`src/rtl/aes_round_sequencer.sv`:
```
// aes_round_sequencer: control FSM for the iterative AES-128 encrypt core.
// Sequences init load, NR rounds of ROUND_LAT cycles, and result handshake.
module aes_round_sequencer #(
  parameter int NR        = 10,
  parameter int ROUND_LAT = 3
) (
  input  logic       clk,
  input  logic       rst_n,
  input  logic       in_valid,
  output logic       in_ready,
  input  logic       abort,
  output logic       st_load,
  output logic       key_load,
  output logic       key_step,
  output logic       rnd_en,
  output logic       skip_mix,
  output logic [3:0] round,
  output logic [7:0] rcon,
  output logic       out_valid,
  input  logic       out_ready,
  output logic       busy
);

  typedef enum logic [1:0] {
    IDLE,
    INIT,
    ROUND,
    DONE
  } state_t;

  state_t     state;
  state_t     state_nx;
  logic [3:0] round_nx;
  logic [7:0] rcon_nx;
  logic [3:0] lat_cnt;
  logic [3:0] lat_nx;
  logic       last_lat;
  logic       last_rnd;

  function automatic logic [7:0] xtime(
    input logic [7:0] x
  );
    return {x[6:0], 1'b0} ^ (x[7] ? 8'h1b : 8'h00);
  endfunction

  assign last_lat = (lat_cnt == 4'(ROUND_LAT - 1));
  assign last_rnd = (round == 4'(NR));

  // State, round index, round constant and per-round cycle counter.
  always_ff @(posedge clk or negedge rst_n) begin
    if (!rst_n) begin
      state   <= IDLE;
      round   <= 4'd0;
      rcon    <= 8'h01;
      lat_cnt <= 4'd0;
    end else begin
      state   <= state_nx;
      round   <= round_nx;
      rcon    <= rcon_nx;
      lat_cnt <= lat_nx;
    end
  end

  // Next-state and datapath strobes; abort wins over everything and
  // suppresses the strobes of the cycle in which it is seen.
  always_comb begin
    state_nx  = state;
    round_nx  = round;
    rcon_nx   = rcon;
    lat_nx    = lat_cnt;
    in_ready  = 1'b0;
    st_load   = 1'b0;
    key_load  = 1'b0;
    key_step  = 1'b0;
    rnd_en    = 1'b0;
    skip_mix  = 1'b0;
    out_valid = 1'b0;
    busy      = 1'b1;
    unique case (state)
      IDLE: begin
        busy     = 1'b0;
        in_ready = 1'b1;
        if (in_valid) state_nx = INIT;
      end
      INIT: begin
        st_load  = !abort;
        key_load = !abort;
        state_nx = ROUND;
        round_nx = 4'd1;
        rcon_nx  = 8'h01;
        lat_nx   = 4'd0;
      end
      ROUND: begin
        skip_mix = last_rnd;
        key_step = (lat_cnt == 4'd0) && !abort;
        rnd_en   = last_lat && !abort;
        if (last_lat) begin
          if (last_rnd) begin
            state_nx = DONE;
          end else begin
            round_nx = round + 4'd1;
            rcon_nx  = xtime(rcon);
            lat_nx   = 4'd0;
          end
        end else begin
          lat_nx = lat_cnt + 4'd1;
        end
      end
      DONE: begin
        out_valid = 1'b1;
        if (out_ready) begin
          state_nx = IDLE;
          round_nx = 4'd0;
          rcon_nx  = 8'h01;
          lat_nx   = 4'd0;
        end
      end
      default: state_nx = IDLE;
    endcase
    if (abort && state != IDLE) begin
      state_nx = IDLE;
      round_nx = 4'd0;
      rcon_nx  = 8'h01;
      lat_nx   = 4'd0;
    end
  end

endmodule

```
`config.mk`:
```
export PLATFORM = sky130hd
export DESIGN_NAME = aes_round_sequencer
export DESIGN_NICKNAME = d
export VERILOG_FILES = /design/src/rtl/aes_round_sequencer.sv
export SDC_FILE = /design/constraint.sdc
export NUM_CORES = 1
export LEC_CHECK = 0
export CORE_MARGIN = 1.5
export CORE_UTILIZATION = 35
export DETAILED_ROUTE_END_ITERATION = 8
export SLEW_MARGIN = 30
export SYNTH_ARGS = -nofsm -noshare
export SYNTH_HDL_FRONTEND = slang
export SYNTH_SLANG_ARGS = --single-unit
export TNS_END_PERCENT = 20
```
`constraint.sdc`:
```
create_clock -name clk -period 2.45 [get_ports clk]
set_input_delay 0.49 -clock clk [delete_from_list [all_inputs] [get_ports clk]]
set_output_delay 0.49 -clock clk [all_outputs]
set_load 0.1 [all_outputs]
```
---- Yosys cells after proc, flatten, opt, wreduce, memory -nomap -nowiden ----
Cells that the tools add are included.
storage, ports and cells
  register bits after elaboration ......... 18
  input port bits ......................... 5
cells by class
  add/sub/neg operators ................... 2
  eq/ne operators ......................... 11
  bitwise logic cells ..................... 1
  mux-type cells .......................... 28
  reductions and logical operators ........ 11
operator list
  operator                                       number
  2-to-1 mux 8 bit                               4
  2-to-1 mux 4 bit                               7
  one-hot mux 4 bit (3 select lines)             2
  one-hot mux 8 bit (3 select lines)             1
  != test 3 bit, second input constant           5
  2-to-1 mux 2 bit                               5
  adder 4 x 1 -> 4 bit, second input constant    2
  one-hot mux 2 bit (4 select lines)             1
  AND reduction 4 bit                            2
  XOR 8 x 5 -> 8 bit                             1
  2-to-1 mux 1 bit                               7
  2-to-1 mux 5 bit                               1
  == test 2 bit, second input constant           2
  == test 4 x 2 -> 1 bit, second input constant  1
  == test 4 bit, second input constant           1
  zero test 4 bit                                1
  != test 4 bit, second input constant           1
  nonzero test 4 bit                             1
  logical AND 1 bit                              3
  AND reduction 3 bit                            1
  == test 2 x 1 -> 1 bit, second input constant  1
  zero test 2 bit                                1
  nonzero test 2 bit                             1
  zero test 1 bit                                1

---- Depth between registers and ports, before layout ----
Gate-level depths: netlist of the first run.
  depth in word-level cells ............... 6
  gate-level depth with buffers ........... 8
  gate-level depth less buffers ........... 6

---- Worst setup path after synthesis of the first run ----
OpenSTA, ideal clock, no wires.
  path kind ............................... reg2out
  start ................................... register state[0]
  end ..................................... output port key_step
  data arrival time ....................... 4,083 ps
  cell stages (with the launch flop) ...... 6
  path slack .............................. -2,123 ps
  buffers on the path ..................... 1
  data required time ...................... 1,960 ps
  path through ............................ dfrtp_1 inv_1 ha_1 buf_2 nand2b_1 nor4b_1
on the way
  cells in the longest elaborated chain, start to end .. 2
ends and longest elaborated chain
  element                 RTL line  source
  from (decl)             31        state_t state;
  from (signal assigned)  57        state <= state_nx;
  == test 2 bit           79        unique case (state)
  2-to-1 mux 1 bit        79
  to (decl)               14        output logic key_step,
Every way passes these cells.

---- Final worst setup path of the first run ----
  start ................................... register state[0]
  end ..................................... output port rnd_en
on the way
  cells in the longest elaborated chain, start to end .. 2
ends and longest elaborated chain
  element           RTL line  source
  == test 2 bit     79
  2-to-1 mux 1 bit  79
  to (decl)         15        output logic rnd_en,
Every way passes these cells.

==> flow_metrics.py, run 1 <==
metrics = {
    "yosys": {
        "synth.distinct_cells": 42,
        "synth-simple-area-share_pct": 18.4,
        "synthesis.nets": 126,
        "ys_seq_area_share_pct": 39.3,
        "yosys_warnings": 0,
        "synth_top_family_by_area": "compound AO/OA/AOI/OAI gates",
        "synthFlopType": "dfrtp_1",
        "synth_edf_count": 0,
        "netlist_instances": 111,
        "synth-seq-cells": 18,
        "avgSynthCellArea_um2": 10.4,
        "synth.area.mux_share_pct": 1.74,
        "synth_async_sr_flop_share_pct": 100,
        "synth-compound-area-share_pct": 21.4,
        "synth-xor-area-share_pct": 2.29,
        "syn-cell-area_um2": 1150,
        "synthAdderAreaFrac_pct": 10.9,
    },
    "critical_path": {
        "cpMaxStageDelayCell": "dfrtp_1",
        "crit_start": "state[0]",
        "cpPeakStageDelay_ps": 430,
        "crit_family": "buffers and inverters",
        "r2r-start": "state[0]",
        "cpMostUsedCell": "inv_1",
        "worstPathRequired_ps": 1960,
        "r2r-end": "rcon[4]",
        "crit_path_end_kind": "primary output",
        "cp.depth": 5,
        "cp_num_buf_inv": 3,
        "critPathArrivalTime_ps": 1790,
        "cp-endpoint": "rnd_en",
        "r2r_cells": 6,
        "reg2reg_slack_ps": 400,
        "worst_setup_path_start_kind": "flop",
        "path_class": "reg2out",
        "cp_max_fo": 9,
        "cp_cell_sequence": "inv_1 -> ha_2 -> inv_1 -> nor3b_4 -> buf_12",
    },
    "outcome": {
        "status": "completed",
    },
    "timing": {
        "rsz0062_at_grt": "false",
        "relSlewSlack_pct": 50.7,
        "tightest_slew_ps": 737,
        "max_freq_ghz": 0.438,
        "period_needed_ps": 2280,
        "skew_ps": 3.47,
        "fin_ws_ps": 169,
        "min_period_over_period_pct": 93.1,
        "finalHoldViolations": 0,
        "final-max-slew-violation-count": 0,
        "setup_viol": 0,
    },
    "global_routing": {
        "grt.overflow.total": 0,
        "grt_max_degree": 19,
        "grt_pass1_wl_mm": 4.44,
        "antenna_found_initial": 0,
        "grt_usage_pct": 16.4,
        "grt_pass1_vias": 951,
    },
    "cells_and_area": {
        "nNetsFinal": 152,
        "drive_above_1_share_pct": 30.1,
        "register_area_um2": 453,
        "num_antenna_cells": 0,
        "final_cells": 180,
        "finish.instance_area_um2": 1560,
        "postLayoutCoreUtil_pct": 50.6,
        "multi_input_area_um2": 676,
        "nFillCells": 298,
        "syn_to_final_growth_pct": 35.5,
    },
    "drt": {
        "drt_first_pass_iters": 4,
        "routed_wl_mm": 2.62,
        "detail-route-antenna-nets": 0,
        "met1Wirelength_mm": 1.19,
        "first_iter_violations": 20,
        "met2_length_mm": 1.29,
        "wl_per_cell_um": 14.6,
        "top_layer": "met4",
        "via_per_inst": 5.26,
        "wl_met3_um": 123,
        "remaining_drc_errors": 0,
        "vias": 946,
    },
    "die": {
        "core-area_um2": 3080,
        "die_h_um": 60.3,
        "fp.dieArea_um2": 3640,
        "rows": 20,
        "io_pins": 25,
        "die_x_um": 60.3,
        "start_util_pct": 37.4,
    },
    "power_and_ir_drop": {
        "p_leak_nw": 0.714,
        "power_density_nw_per_um2": 989,
        "vdd_ir_drop_max_mv": 0.610,
    },
    "placed_design": {
        "gp_congestion": 0.776,
        "port_buffers": 24,
        "dp_slack_ps": 276,
        "place_area_um2": 1510,
        "place_inst": 175,
        "hpwl_mm": 1.98,
    },
    "clock_tree": {
        "clockRootBuffer": "clkbuf_4",
        "cts.sink_count": 18,
        "tritoncts": "built",
        "clock_latency_ps": 310,
        "cts.path.max_buffers": 2,
        "clk_pin_slew_worst_paths_ps": 120,
        "cts_made_buffers": 3,
        "htreeDepth": 1,
    },
    "min_path": {
        "hp-class": "in2async",
    },
    "flow_run": {
        "maxCapViolations": 0,
    },
}
-- layout make-up --
type                    count  share of cell area (%)
well taps                  44                    3.53
repair buffers             28                    19.8
clock buffers               4                    2.33
inverters                   8                    1.93
multi-input cells          78                    43.4
flip-flops and latches     18                    29.1
-- cells in the final DEF, fill, tap and decap left out, types with 3 or more instances in the layout --
cell             count
buf_4               17
clkbuf_4             3
buf_12               7
inv_1                8
a22oi_1              3
a32o_1               3
clkdlybuf4s50_1      4
dfrtp_1             16
nand2b_1             3
nand2_1              6
xor2_1               3
nor4_1               3
ha_1                 8
o21ai_0              4
nor2b_1              3
a21oi_1              3
a22o_1               7
-- layer usage --
| metal | track usage, % | vias to the layer above |
|---|---|---|
| met5 | 0 | - |
| met4 | 3.81 | 0 |
| met3 | 3.90 | 4 |
| met2 | 28.3 | 23 |
| met1 | 20.6 | 461 |
| li1 | - | 458 |
-- flip-flops by register name, summed over array words and instances (netlist names) --
| name | count |
|---|---|
| lat_cnt | 4 |
| round | 4 |
| state | 2 |
| rcon | 8 |
-- cells in the mapped netlist (2+ instances only) --
cell type,instances,share of area [%]
a21oi_1,3,1.3
clkbuf_1,3,0.98
a22oi_1,3,2.0
nand2b_1,3,1.6
nand3_1,2,0.87
mux2i_1,2,1.7
xor2_1,3,2.3
o21ai_0,4,1.7
inv_1,8,2.6
dfrtp_1,17,37
ha_1,10,11
nor3_1,2,0.87
nor4_1,3,1.6
o31ai_1,2,1.3
a32o_1,3,2.6
nor2b_1,4,2.2
o211ai_1,2,1.3
nand2_1,6,2.0
o21ai_1,2,0.87
a22o_1,7,5.3
-- timing repair --
item,CTS,global route
resized for setup,0,1
hold buffers,0,0
endpoints found under the setup margin,0,2
setup buffers,0,1
-- worst min-delay path by stage --
stage / slack (ps) / cells past startpoint / endpoint
2_1_floorplan: 190 / 0 / lat_cnt[0]
3_3_place_gp: 470 / 2 / rcon[0]
3_5_place_dp: 480 / 2 / rcon[0]
4_1_cts: 500 / 2 / lat_cnt[2]
5_1_grt: 520 / 2 / lat_cnt[3]
6_report: 500 / 2 / lat_cnt[3]
-- per-stage QoR --
step | hold WS (ps) | power (mW) | TNS, ps
floorplan | 194 | 1.11 | -977
global placement | 472 | 1.35 | 0
detailed placement | 480 | 1.35 | 0
CTS | 498 | 1.55 | 0
global route | 521 | 1.63 | 0
finish | 495 | 1.54 | 0
-- kinds of logic (layout without fill, tap and decap cells) --
| logic type | Yosys count | count (layout) |
|---|---|---|
| compound gates | 32 | 32 |
| fa+ha+maj | 10 | 10 |
| xor+xnor | 3 | 3 |
| buf+inv | 15 | 40 |
| simple gates | 31 | 31 |
| flops | 18 | 18 |
| mux | 2 | 2 |
-- power breakdown --
group          total [mW]  switching, mW  internal, mW
clock network       0.197          0.106        0.0908
logic               0.972          0.652         0.320
registers           0.373         0.0411         0.331
total                1.54          0.799         0.742
Note: power is estimated with default switching activity, not from simulation.
==> run 2, diff against run 1 <==
- CORE_ASPECT_RATIO: unset -> 1.2
==> flow_metrics.py, run 2 (synthesized netlist as in run 1, its figures left out) <==
metrics = {
    "outcome": {
        "status": "completed",
    },
    "global_routing": {
        "grt_pass1_vias": 955,
        "antenna_found_initial": 0,
        "grt_max_degree": 13,
        "grt_pass1_wl_mm": 4.43,
        "grt_usage_pct": 15.5,
        "grt.overflow.total": 0,
    },
    "clock_tree": {
        "cts.path.max_buffers": 2,
        "htreeDepth": 1,
        "cts.sink_count": 18,
        "clockRootBuffer": "clkbuf_4",
        "clk_pin_slew_worst_paths_ps": 110,
        "tritoncts": "built",
        "clock_latency_ps": 290,
        "cts_made_buffers": 3,
        "postCtsHoldBufs": 0,
    },
    "drt": {
        "wl_per_cell_um": 14.8,
        "routed_wl_mm": 2.55,
        "first_iter_violations": 28,
        "via_per_inst": 5.52,
        "remaining_drc_errors": 0,
        "drt_first_pass_iters": 4,
        "detail-route-antenna-nets": 0,
        "vias": 949,
    },
    "power_and_ir_drop": {
        "combPwrFrac_pct": 64.7,
        "clkPwrFrac_pct": 10.4,
        "p_sw_uw": 797,
        "power_density_nw_per_um2": 985,
        "p_leak_nw": 0.706,
        "power_frac_seq_pct": 24.9,
        "p_int_uw": 719,
        "switching_share_pct": 52.6,
        "vdd_ir_drop_max_mv": 0.955,
    },
    "timing": {
        "fin_ws_ps": 145,
        "tightest_slew_ps": 483,
        "finalHoldViolations": 0,
        "rsz0062_at_grt": "false",
        "final-max-slew-violation-count": 0,
        "skew_ps": 0.446,
        "whs_ps": 484,
        "min_period_over_period_pct": 94.1,
        "relSlewSlack_pct": 67.5,
        "setup_viol": 0,
        "period_needed_ps": 2310,
        "max_freq_ghz": 0.434,
    },
    "cells_and_area": {
        "finish.instance_area_um2": 1540,
        "drive_above_1_share_pct": 30.9,
        "final_cell_mix": "buf_4 (17), dfrtp_1 (15), ha_1 (8)",
        "nNetsFinal": 152,
        "postLayoutCoreUtil_pct": 49.5,
        "reg_top3": "rcon (8), lat_cnt (4), round (4)",
        "syn_to_final_growth_pct": 33.8,
        "num_antenna_cells": 0,
        "layout_commonest_cell": "buf_4",
        "largest_reg_flops": 8,
        "regMostFlops": "rcon",
        "final_cells": 172,
    },
    "placed_design": {
        "gp_congestion": 0.808,
        "place_inst": 168,
        "hpwl_mm": 1.92,
        "dp_slack_ps": 306,
        "place_area_um2": 1510,
        "port_buffers": 24,
    },
    "die": {
        "rows": 22,
        "fp.dieArea_um2": 3640,
        "die_x_um": 55.3,
        "io_pins": 25,
        "start_util_pct": 37.0,
        "die_h_um": 65.8,
        "core-area_um2": 3110,
    },
    "critical_path": {
        "r2r-start": "state[0]",
        "worst_setup_path_start_kind": "flop",
        "cp_num_buf_inv": 2,
        "cpMostUsedCell": "nor3b_4",
        "cp_cell_sequence": "inv_2 -> ha_1 -> nor3b_4 -> nor3b_4 -> buf_12",
        "crit_family": "simple AND/OR/NAND/NOR gates",
        "crit_start": "lat_cnt[0]",
        "critPathArrivalTime_ps": 1820,
        "path_class": "reg2out",
        "cpPeakStageDelay_ps": 460,
        "crit_path_end_kind": "primary output",
        "cpMaxStageDelayCell": "dfrtp_2",
        "worstPathRequired_ps": 1960,
        "cp_max_fo": 8,
    },
    "flow_run": {
        "maxCapViolations": 0,
    },
    "min_path": {
        "min_from": "rcon[0]",
        "hp-class": "reg2reg",
    },
}
## run 2: changes by cell type in the layout (fill, tap and decap cells not counted)
| cell | delta |
|---|---|
| inv_2 | +1 |
| clkbuf_8 | -1 |
| dfrtp_1 | -1 |
| inv_1 | -1 |
| dfrtp_2 | +1 |
| clkbuf_1 | +1 |
## run 2: layout make-up
type / instances / area, um2
clock buffers: 4 / 26.3
fillers: 288 / 1570
inverters: 8 / 30.0
multi-input cells: 78 / 676
flip-flops and latches: 18 / 454
well taps: 36 / 45.0
repair buffers: 28 / 308
## run 2: worst register-to-register path: cells and delay by family (launching register included)
family                     cells  cell delay (ps)
and+or+nand+nor                1              400
AOI/OAI and AO/OA              2              440
buffers and inverters          2              320
DFF                            1              430
adders and majority gates      1              390
## run 2: stage by stage
step,setup TNS [ps],power (mW)
after CTS,0,1.52
final,0,1.52
after floorplan,-977,1.11
after detailed placement,0,1.36
after global routing,0,1.60
after global placement,0,1.35
## run 2: path summary, 6_finish.rpt
path	endpoint	cells past startpoint	slack (ps)
min in group asynchronous	rcon[1]	1	520
setup / recovery	rnd_en	5	140
setup reg to reg	rcon[1]	6	410
hold / removal	rcon[0]	2	480
hold reg to reg	rcon[0]	2	480
max in group asynchronous	lat_cnt[0]	2	1420
## run 2: routing by layer
layer | routed length [um] | global-route usage, % | vias to the layer above | share of wire, %
met2 | 1200 | 26.0 | 25 | 47
met5 | 0 | 0 | - | 0
met1 | 1230 | 19.8 | 463 | 48
met4 | 19 | 6.40 | 0 | 0.75
li1 | - | - | 459 | -
met3 | 103 | 2.54 | 2 | 4.0
## run 2: power groups by stage
stage	Clock [mW]	Sequential [mW]	Combinational (mW)
after floorplan	0	0.436	0.676
after global placement	0	0.378	0.972
after detailed placement	0	0.380	0.976
after CTS	0.164	0.375	0.980
after global routing	0.180	0.384	1.04
final	0.157	0.378	0.981
## run 2: what timing repair did
| action | CTS | global route |
|---|---|---|
| resized for setup | 0 | 3 |
| setup buffers | 0 | 0 |
| setup endpoints to repair | 0 | 2 |
==> run 3, diff against run 2 <==
- RECOVER_POWER: unset -> 50
- SETUP_SLACK_MARGIN: unset -> 0.05
==> flow_metrics.py, run 3 (synthesized netlist as in run 1, its figures left out) <==
metrics = {
    "outcome": {
        "status": "completed",
    },
    "drt": {
        "drt_first_pass_iters": 4,
        "remaining_drc_errors": 0,
        "via_per_inst": 5.44,
        "wl_per_cell_um": 14.7,
        "first_iter_violations": 36,
        "routed_wl_mm": 2.56,
        "vias": 946,
        "detail-route-antenna-nets": 0,
    },
    "clock_tree": {
        "clock_latency_ps": 290,
        "clockRootBuffer": "clkbuf_4",
        "htreeDepth": 1,
        "tritoncts": "built",
        "cts.sink_count": 18,
        "cts.path.max_buffers": 2,
        "clk_pin_slew_worst_paths_ps": 110,
        "cts_made_buffers": 3,
    },
    "cells_and_area": {
        "num_antenna_cells": 0,
        "regMostFlops": "rcon",
        "final_cells": 174,
        "syn_to_final_growth_pct": 31.7,
        "layout_commonest_cell": "dfrtp_1",
        "finish.instance_area_um2": 1510,
        "nNetsFinal": 154,
        "reg_top3": "rcon (8), lat_cnt (4), round (4)",
        "largest_reg_flops": 8,
        "postLayoutCoreUtil_pct": 48.7,
        "drive_above_1_share_pct": 23.9,
        "final_cell_mix": "dfrtp_1 (16), clkbuf_1 (10), inv_1 (8), ha_1 (8), buf_4 (8)",
    },
    "power_and_ir_drop": {
        "vdd_ir_drop_max_mv": 0.954,
        "p_leak_nw": 0.680,
        "total_power_mw": 1.51,
        "power_density_nw_per_um2": 995,
    },
    "timing": {
        "whs_ps": 484,
        "setup_tns_ps": 0,
        "fin_ws_ps": 145,
        "setup_viol": 0,
        "relSlewSlack_pct": 21.8,
        "final-max-slew-violation-count": 0,
        "skew_ps": 1.08,
        "max_freq_ghz": 0.434,
        "finalHoldViolations": 0,
        "period_needed_ps": 2300,
        "tightest_slew_ps": 1180,
        "min_period_over_period_pct": 94.1,
        "rsz0062_at_grt": "true",
    },
    "critical_path": {
        "r2r-start": "state[0]",
        "cp_max_fo": 9,
        "worst_setup_path_start_kind": "flop",
        "r2r-end": "rcon[1]",
        "reg2reg_slack_ps": 420,
        "crit_path_end_kind": "primary output",
        "path_class": "reg2out",
        "r2r_cells": 6,
        "worstPathRequired_ps": 1960,
        "critPathArrivalTime_ps": 1810,
    },
    "die": {
        "die_x_um": 55.3,
        "start_util_pct": 37.0,
        "fp.dieArea_um2": 3640,
        "core-area_um2": 3110,
        "io_pins": 25,
        "die_h_um": 65.8,
        "rows": 22,
    },
    "global_routing": {
        "antenna_found_initial": 0,
        "grt.overflow.total": 0,
        "grt_usage_pct": 15.5,
        "grt_max_degree": 13,
        "grt_pass1_wl_mm": 4.43,
        "grt_pass1_vias": 955,
    },
    "min_path": {
        "hp-class": "reg2reg",
        "min_from": "rcon[0]",
        "holdPathStages": 2,
        "holdPathEnd": "rcon[0]",
    },
    "placed_design": {
        "hpwl_mm": 1.92,
        "place_inst": 168,
        "dp_slack_ps": 306,
        "gp_congestion": 0.808,
        "port_buffers": 24,
        "place_area_um2": 1510,
    },
    "flow_run": {
        "maxCapViolations": 0,
    },
}
==> run 3: cell types whose count changed in the layout (fill, tap and decap cells not counted), sizes merged <==
cell / change
buf: -9
clkbuf: +11
clkdlybuf4s50: -1
dlygate4sd3: +1
==> run 3: routing by layer <==
| metal | share of wire [%] | track usage, % | up-vias |
|---|---|---|---|
| met5 | 0 | 0 | - |
| met4 | 0.74 | 6.40 | 0 |
| li1 | - | - | 463 |
| met3 | 4.3 | 2.54 | 2 |
| met1 | 49 | 19.8 | 455 |
| met2 | 46 | 26.0 | 26 |
==> run 3: worst max-delay path, cell delays in order, from the launching register on <==
cell      delay [ps]
dfrtp_1          430
inv_1            120
ha_2             290
nand2b_1         170
nor4b_4          300
buf_12           210
==> run 3: layout make-up <==
class / count / area (um2)
Fill cell: 298 / 1600
Sequential cell: 18 / 453
Tap cell: 36 / 45.0
Multi-Input combinational cell: 78 / 676
Timing Repair Buffer: 30 / 284
Clock buffer: 4 / 26.3
Inverter: 8 / 30.0
==> run 3: where the power goes <==
part / internal, mW / switching (mW) / leakage (nW)
sequential: 0.331 / 0.0428 / 0.240
combinational: 0.317 / 0.658 / 0.425
clock: 0.0632 / 0.0931 / 0.0150
total: 0.712 / 0.794 / 0.680
==> run 3: worst max-delay path by stage <==
stage                from       end  slack (ps)  depth (start not counted)
6_report         state[0]  key_step         150                          5
3_5_place_dp        abort  round[0]         310                          5
3_3_place_gp        abort  key_step         330                          4
4_1_cts        lat_cnt[0]    rnd_en         100                          5
2_1_floorplan    state[0]   rcon[2]        -110                          7
5_1_grt          state[0]  key_step          50                          5
==> run 3: repair_timing <==
item | CTS | global route
setup buffers | 0 | 2
resized for setup | 1 | 0
pin swaps | 0 | 0
hold buffers | 0 | 0
setup endpoints to repair | 1 | 2
